[src/rtl/fifo_arb_pkg.sv]
// Shared types and the round-robin pick helper for the FIFO write-port arbiter.
// The helper is written for up to MAX_REQ requesters so other schedulers can reuse it.
package fifo_arb_pkg;

    localparam int MAX_REQ = 16;
    localparam int IDX_W   = 4;

    typedef enum logic {
        IDLE  = 1'b0,
        GRANT = 1'b1
    } arb_state_e;

    typedef struct packed {
        logic             found;
        logic [IDX_W-1:0] idx;
    } rr_pick_t;

    // First set bit of req at or after ptr, wrapping modulo n.
    function automatic rr_pick_t rr_pick(input logic [MAX_REQ-1:0] req,
                                         input int                 ptr,
                                         input int                 n);
        rr_pick_t res;
        int       cand;
        res = '0;
        for (int k = 0; k < MAX_REQ; k++) begin
            cand = (ptr + k) % n;
            if ((k < n) && !res.found && req[IDX_W'(cand)]) begin
                res.found = 1'b1;
                res.idx   = IDX_W'(cand);
            end
        end
        return res;
    endfunction

endpackage

[src/rtl/rr_arbiter.sv]
// Combinational round-robin pick: lowest-distance requester starting from ptr.
// Purely combinational so the caller decides when the winner is registered.
module rr_arbiter
    import fifo_arb_pkg::*;
#(
    parameter int NUM_REQ = 4,
    parameter int ID_W    = $clog2(NUM_REQ)
) (
    input  logic [NUM_REQ-1:0] req,
    input  logic [ID_W-1:0]    ptr,
    output logic               found,
    output logic [ID_W-1:0]    grant_idx
);

    rr_pick_t pick;
    logic     unused_idx_hi;

    always_comb begin
        pick      = rr_pick(MAX_REQ'(req), int'(ptr), NUM_REQ);
        found     = pick.found;
        grant_idx = pick.idx[ID_W-1:0];
    end

    // Upper index bits are structurally zero when NUM_REQ < MAX_REQ.
    assign unused_idx_hi = ^pick.idx;

endmodule

[src/rtl/fifo_wr_arbiter.sv]
// Shares one syncFifo write port between NUM_REQ producers with round-robin
// arbitration, holding the grant until a last-flagged word or MAX_BURST words.
module fifo_wr_arbiter
    import fifo_arb_pkg::*;
#(
    parameter int NUM_REQ    = 4,
    parameter int DATA_WIDTH = 8,
    parameter int MAX_BURST  = 4
) (
    input  logic                          clk,
    input  logic                          nrst,
    input  logic [NUM_REQ-1:0]            req_valid,
    input  logic [NUM_REQ-1:0]            req_last,
    input  logic [NUM_REQ*DATA_WIDTH-1:0] req_data,
    output logic [NUM_REQ-1:0]            req_ready,
    output logic                          fifo_wr,
    output logic [DATA_WIDTH-1:0]         fifo_data_in,
    input  logic                          fifo_full,
    output logic [$clog2(NUM_REQ)-1:0]    grant_id,
    output logic                          busy
);

    localparam int ID_W  = $clog2(NUM_REQ);
    localparam int CNT_W = $clog2(MAX_BURST + 1);

    arb_state_e             state, state_nxt;
    logic [ID_W-1:0]        rr_ptr;
    logic [CNT_W-1:0]       burst_cnt;

    logic                   pick_found;
    logic [ID_W-1:0]        pick_idx;

    logic                   own_valid;
    logic                   own_last;
    logic [DATA_WIDTH-1:0]  own_data;
    logic                   xfer;
    logic                   burst_done;
    logic                   grant_end;

    rr_arbiter #(
        .NUM_REQ (NUM_REQ),
        .ID_W    (ID_W)
    ) u_rr (
        .req       (req_valid),
        .ptr       (rr_ptr),
        .found     (pick_found),
        .grant_idx (pick_idx)
    );

    // Owner's request lines, selected by the registered grant.
    always_comb begin
        own_valid = 1'b0;
        own_last  = 1'b0;
        own_data  = '0;
        for (int i = 0; i < NUM_REQ; i++) begin
            if (grant_id == ID_W'(i)) begin
                own_valid = req_valid[i];
                own_last  = req_last[i];
                own_data  = req_data[i*DATA_WIDTH +: DATA_WIDTH];
            end
        end
    end

    // fifo_full gates every write; the FIFO's own overflow guard is never exercised.
    always_comb begin
        busy         = (state == GRANT);
        xfer         = busy && own_valid && !fifo_full;
        req_ready    = '0;
        if (busy && !fifo_full) begin
            req_ready = NUM_REQ'(1) << grant_id;
        end
        fifo_wr      = xfer;
        fifo_data_in = xfer ? own_data : '0;
        burst_done   = (burst_cnt == CNT_W'(MAX_BURST - 1));
        grant_end    = xfer && (own_last || burst_done);
    end

    always_comb begin
        state_nxt = state;
        unique case (state)
            IDLE:    if (pick_found) state_nxt = GRANT;
            GRANT:   if (grant_end)  state_nxt = IDLE;
            default: state_nxt = IDLE;
        endcase
    end

    always_ff @(posedge clk or negedge nrst) begin
        if (!nrst) begin
            state <= IDLE;
        end else begin
            state <= state_nxt;
        end
    end

    // Winner is latched in IDLE; no word moves until the following cycle.
    always_ff @(posedge clk or negedge nrst) begin
        if (!nrst) begin
            grant_id <= '0;
        end else if ((state == IDLE) && pick_found) begin
            grant_id <= pick_idx;
        end
    end

    always_ff @(posedge clk or negedge nrst) begin
        if (!nrst) begin
            rr_ptr <= '0;
        end else if (grant_end) begin
            rr_ptr <= (grant_id == ID_W'(NUM_REQ - 1)) ? '0 : grant_id + 1'b1;
        end
    end

    always_ff @(posedge clk or negedge nrst) begin
        if (!nrst) begin
            burst_cnt <= '0;
        end else if (grant_end) begin
            burst_cnt <= '0;
        end else if (xfer) begin
            burst_cnt <= burst_cnt + 1'b1;
        end
    end

endmodule

[config.mk]
export PLATFORM = sky130hd
export DESIGN_NAME = fifo_wr_arbiter
export DESIGN_NICKNAME = d
export VERILOG_FILES = /design/src/rtl/fifo_arb_pkg.sv /design/src/rtl/rr_arbiter.sv /design/src/rtl/fifo_wr_arbiter.sv
export SDC_FILE = /design/constraint.sdc
export NUM_CORES = 1
export LEC_CHECK = 0
export ABC_AREA = 0
export BUFFER_PORTS_ARGS = -buffer_cell sky130_fd_sc_hd__clkbuf_2
export CAP_MARGIN = 20
export CORE_ASPECT_RATIO = 1.75
export CORE_MARGIN = 2
export CORE_UTILIZATION = 38
export DETAILED_ROUTE_END_ITERATION = 8
export PLACE_DENSITY_LB_ADDON = 0.08
export SYNTH_ARGS = -nofsm -noshare
export SYNTH_HDL_FRONTEND = slang
export SYNTH_SLANG_ARGS = --single-unit
[constraint.sdc]
create_clock -name clk -period 2.1 [get_ports clk]
set_input_delay 0.63 -clock clk [delete_from_list [all_inputs] [get_ports clk]]
set_output_delay 0.63 -clock clk [all_outputs]
set_load 0.03 [all_outputs]
==> impl_metrics.toml <==
[grt]
grt_start_max_net_pins = 21
use_met1_pct = 19.7
busiest_layer = "met2"
met3_usage_pct = 2.33
grt_remaining_overflow = 0
grt_pass1_vias = 1241
antenna_found_initial = 0
grt_pass1_wl_mm = 5.09
grt_util_met2_pct = 46.9
track_usage_pct = 21.9

[placed_design]
dp_hpwl_mm = 2.44
dpl_cell_area_um2 = 1420
port_buffers = 58
dp_worst_setup_slack_ns = -0.372
dp_cells = 220
place_congestion = 0.833

[synthesis]
yosys_warnings = 0
synth-edff-count = 0
synthArstFlopShare_pct = 100
yosysSeqAreaShare_pct = 20.9
yosysTopAreaCellShare_pct = 20.9
synthFlopType = "dfrtp_1"
synth.area.top_cells = "dfrtp_1 (21%), a21oi_1 (8.9%), ha_1 (7.9%)"
yosysTopAreaCell = "dfrtp_1"
netlist_area_um2 = 956
syn-mean-instance-area_um2 = 7.65
netlist_instances = 125
ys_ff_latch = 8
syn-num-nets = 174
synth_cell_types = 35

[sta]
period_share_pct = 121
rsz0062_at_grt = "yes"
fmax_mhz = 392
finClkSkew_ns = 0.00963
drv_slew = 0
fin_crit_ns = 2.55
maxSlewHeadroom_pct = 74.6
setup_viol = 11
worst_pin_slew_ns = 0.381
setup_tns_ns = -3.92
hold_violations = 0
layout_setup_ws_ns = -0.451

[status]
outcome = "finished, violations left"
violations = "setup timing"

[finish]
final_cells = 235
area_growth_pct = 90.7
nNetsFinal = 259
n_fill_cell = 184
drive_gt1_share_pct = 61.7
antenna_cells = 0
final_area_um2 = 1820

[clock_tree]
htreeDepth = 1
clk_latency_ns = 0.24
ctsHoldBuffers = 0
numCtsBuffers = 3
clock_sinks = 8
clock_path_buffers = 2
cts_tree = "done"
clkSlewWorstSetupHoldPaths_ns = 0.05
clockRootBuffer = "clkbuf_8"

[worst_setup_path]
crit_path_end_kind = "primary output"
cp.arrival_ns = 1.92
path_buf_inv = 4
crit_required_ns = 1.47
cpMaxStageDelayCell = "dfrtp_2"
crit_family = "buffers and inverters"
rr_worst_depth = 11
cpPeakStageDelay_ns = 0.44
crit_cells = 7
cp_cell_sequence = "buf_4, buf_6, ha_4, o31a_4, clkinvlp_4, and2_4, clkbuf_8"
critical_path_class = "register to primary output"
start_kind = "register"
crit_fanout = 5

[floorplan]
die_height_um = 70.4
die_w_um = 41.9
start_util_pct = 39.3
io-pin-count = 59
row_count = 24
dieArea_um2 = 2950
core_um2 = 2430

[power]
power_density_nw_per_um2 = 1420
power_mw = 2.59
leakagePower_nw = 0.852
vdd_ir_drop_max_mv = 1.08

[job]
cap_viol_max_count = 0

[route]
drt-total-wl_mm = 3.64
vias_per_cell = 5.34
drc = 0
drtPass1Iterations = 5
drt_iter0_markers = 28
drt.antenna.violating_nets = 0
num_vias = 1255
routedWlPerCell_um = 15.5

[worst_hold_path]
hold_path_class = "primary input to asynchronous set/reset pin"
-- kinds of logic (layout without fill, tap and decap cells) --
kind of cell / count (synthesis) / in the layout / synth area share [%]
AND/OR/NAND/NOR: 51 / 51 / 29.6
AO/OA/AOI/OAI: 42 / 42 / 30.9
buffers and inverters: 16 / 100 / 8.51
flip-flops: 8 / 8 / 20.9
adder cells (fa/ha/maj): 6 / 6 / 7.85
multiplexers: 2 / 2 / 2.23
-- sequential cells by signal, indices dropped and copies added (netlist names) --
register / cells
burst_cnt: 3
busy: 1
grant_id: 2
rr_ptr: 2
-- repair_timing --
action                                  CTS  global route
gates cloned                              1             2
endpoints found under the setup margin   13            14
resized for setup                        38            39
setup buffers                             2             6
hold endpoints to repair                  0             0
pin swaps                                 4             8
-- worst reg2reg max path, delay by kind of cell (launching register included) --
kind	cells	cell delay, ns
compound gates	3	0.57
simple gates	1	0.05
buf+inv	6	0.75
fa+ha+maj	1	0.18
flops	1	0.43
-- power breakdown --
part / leakage (nW) / switching (mW) / total (mW) / internal, mW
sequential: 0.0971 / 0.0737 / 0.296 / 0.222
combinational: 0.733 / 1.04 / 2.09 / 1.05
clock: 0.0228 / 0.0723 / 0.205 / 0.133
total: 0.852 / 1.19 / 2.59 / 1.40
-- Yosys cell counts, drive strengths merged (4+ instances only) --
library cell and number:
a21oi 18, nand2 18, o21ai 16, and2 11, inv 9, dfrtp 8, nand3b 7, ha 6
buf 5, nor2 4
-- metal layers --
layer	share of wire [%]	wire length, µm
met2	57	2080
met3	4.3	158
met5	0	0
met1	35	1290
met4	2.9	105
-- metrics by stage --
step	hold slack (ns)	util [%]
after global routing	0.249	74.9
after floorplan	0.334	-
after global placement	0.465	58.4
final	0.233	74.9
after detailed placement	0.488	58.4
after CTS	0.240	67.2
-- worst paths after layout --
check | start | to | slack (ns)
setup / recovery | grant_id[0]$_DFFE_PN0P_ | fifo_data_in[4] | -0.45
hold / removal | nrst | busy$_DFF_PN0_ | 0.23
setup reg to reg | grant_id[1]$_DFFE_PN0P_ | burst_cnt[2]$_DFFE_PN0P_ | 0.02
hold reg to reg | burst_cnt[0]$_DFFE_PN0P_ | burst_cnt[0]$_DFFE_PN0P_ | 0.49
max in group asynchronous | nrst | grant_id[1]$_DFFE_PN0P_ | 1.66
min in group clk | burst_cnt[0]$_DFFE_PN0P_ | burst_cnt[0]$_DFFE_PN0P_ | 0.49
-- layout make-up --
cell class / instances / area, µm² / area share (%)
multi-input combinational: 101 / 811 / 44.5
timing repair buffer: 86 / 682 / 37.4
sequential: 8 / 203 / 11.1
clock buffer: 4 / 45.0 / 2.47
inverter: 9 / 42.5 / 2.33
tap: 26 / 32.5 / 1.78
timing repair inverter: 1 / 7.51 / 0.412
-- layout by cell type, fill, tap and decap left out, drive strengths merged --
cell type / instances
ha: 6
nand3b: 7
and2: 11
a211oi: 1
a21oi: 18
clkbuf: 53
or3: 1
buf: 37
and2b: 1
o31a: 1
o21ai: 16
nand3: 1
o22ai: 1
a222oi: 1
nor2: 4
nor3b: 1
clkinvlp: 2
nor3: 1
nand2b: 3
nand2: 18
nor2b: 3
dfrtp: 8
mux2: 1
o41ai: 1
inv: 8
a221oi: 3
mux2i: 1
Note: power is estimated with default switching activity, not from simulation.
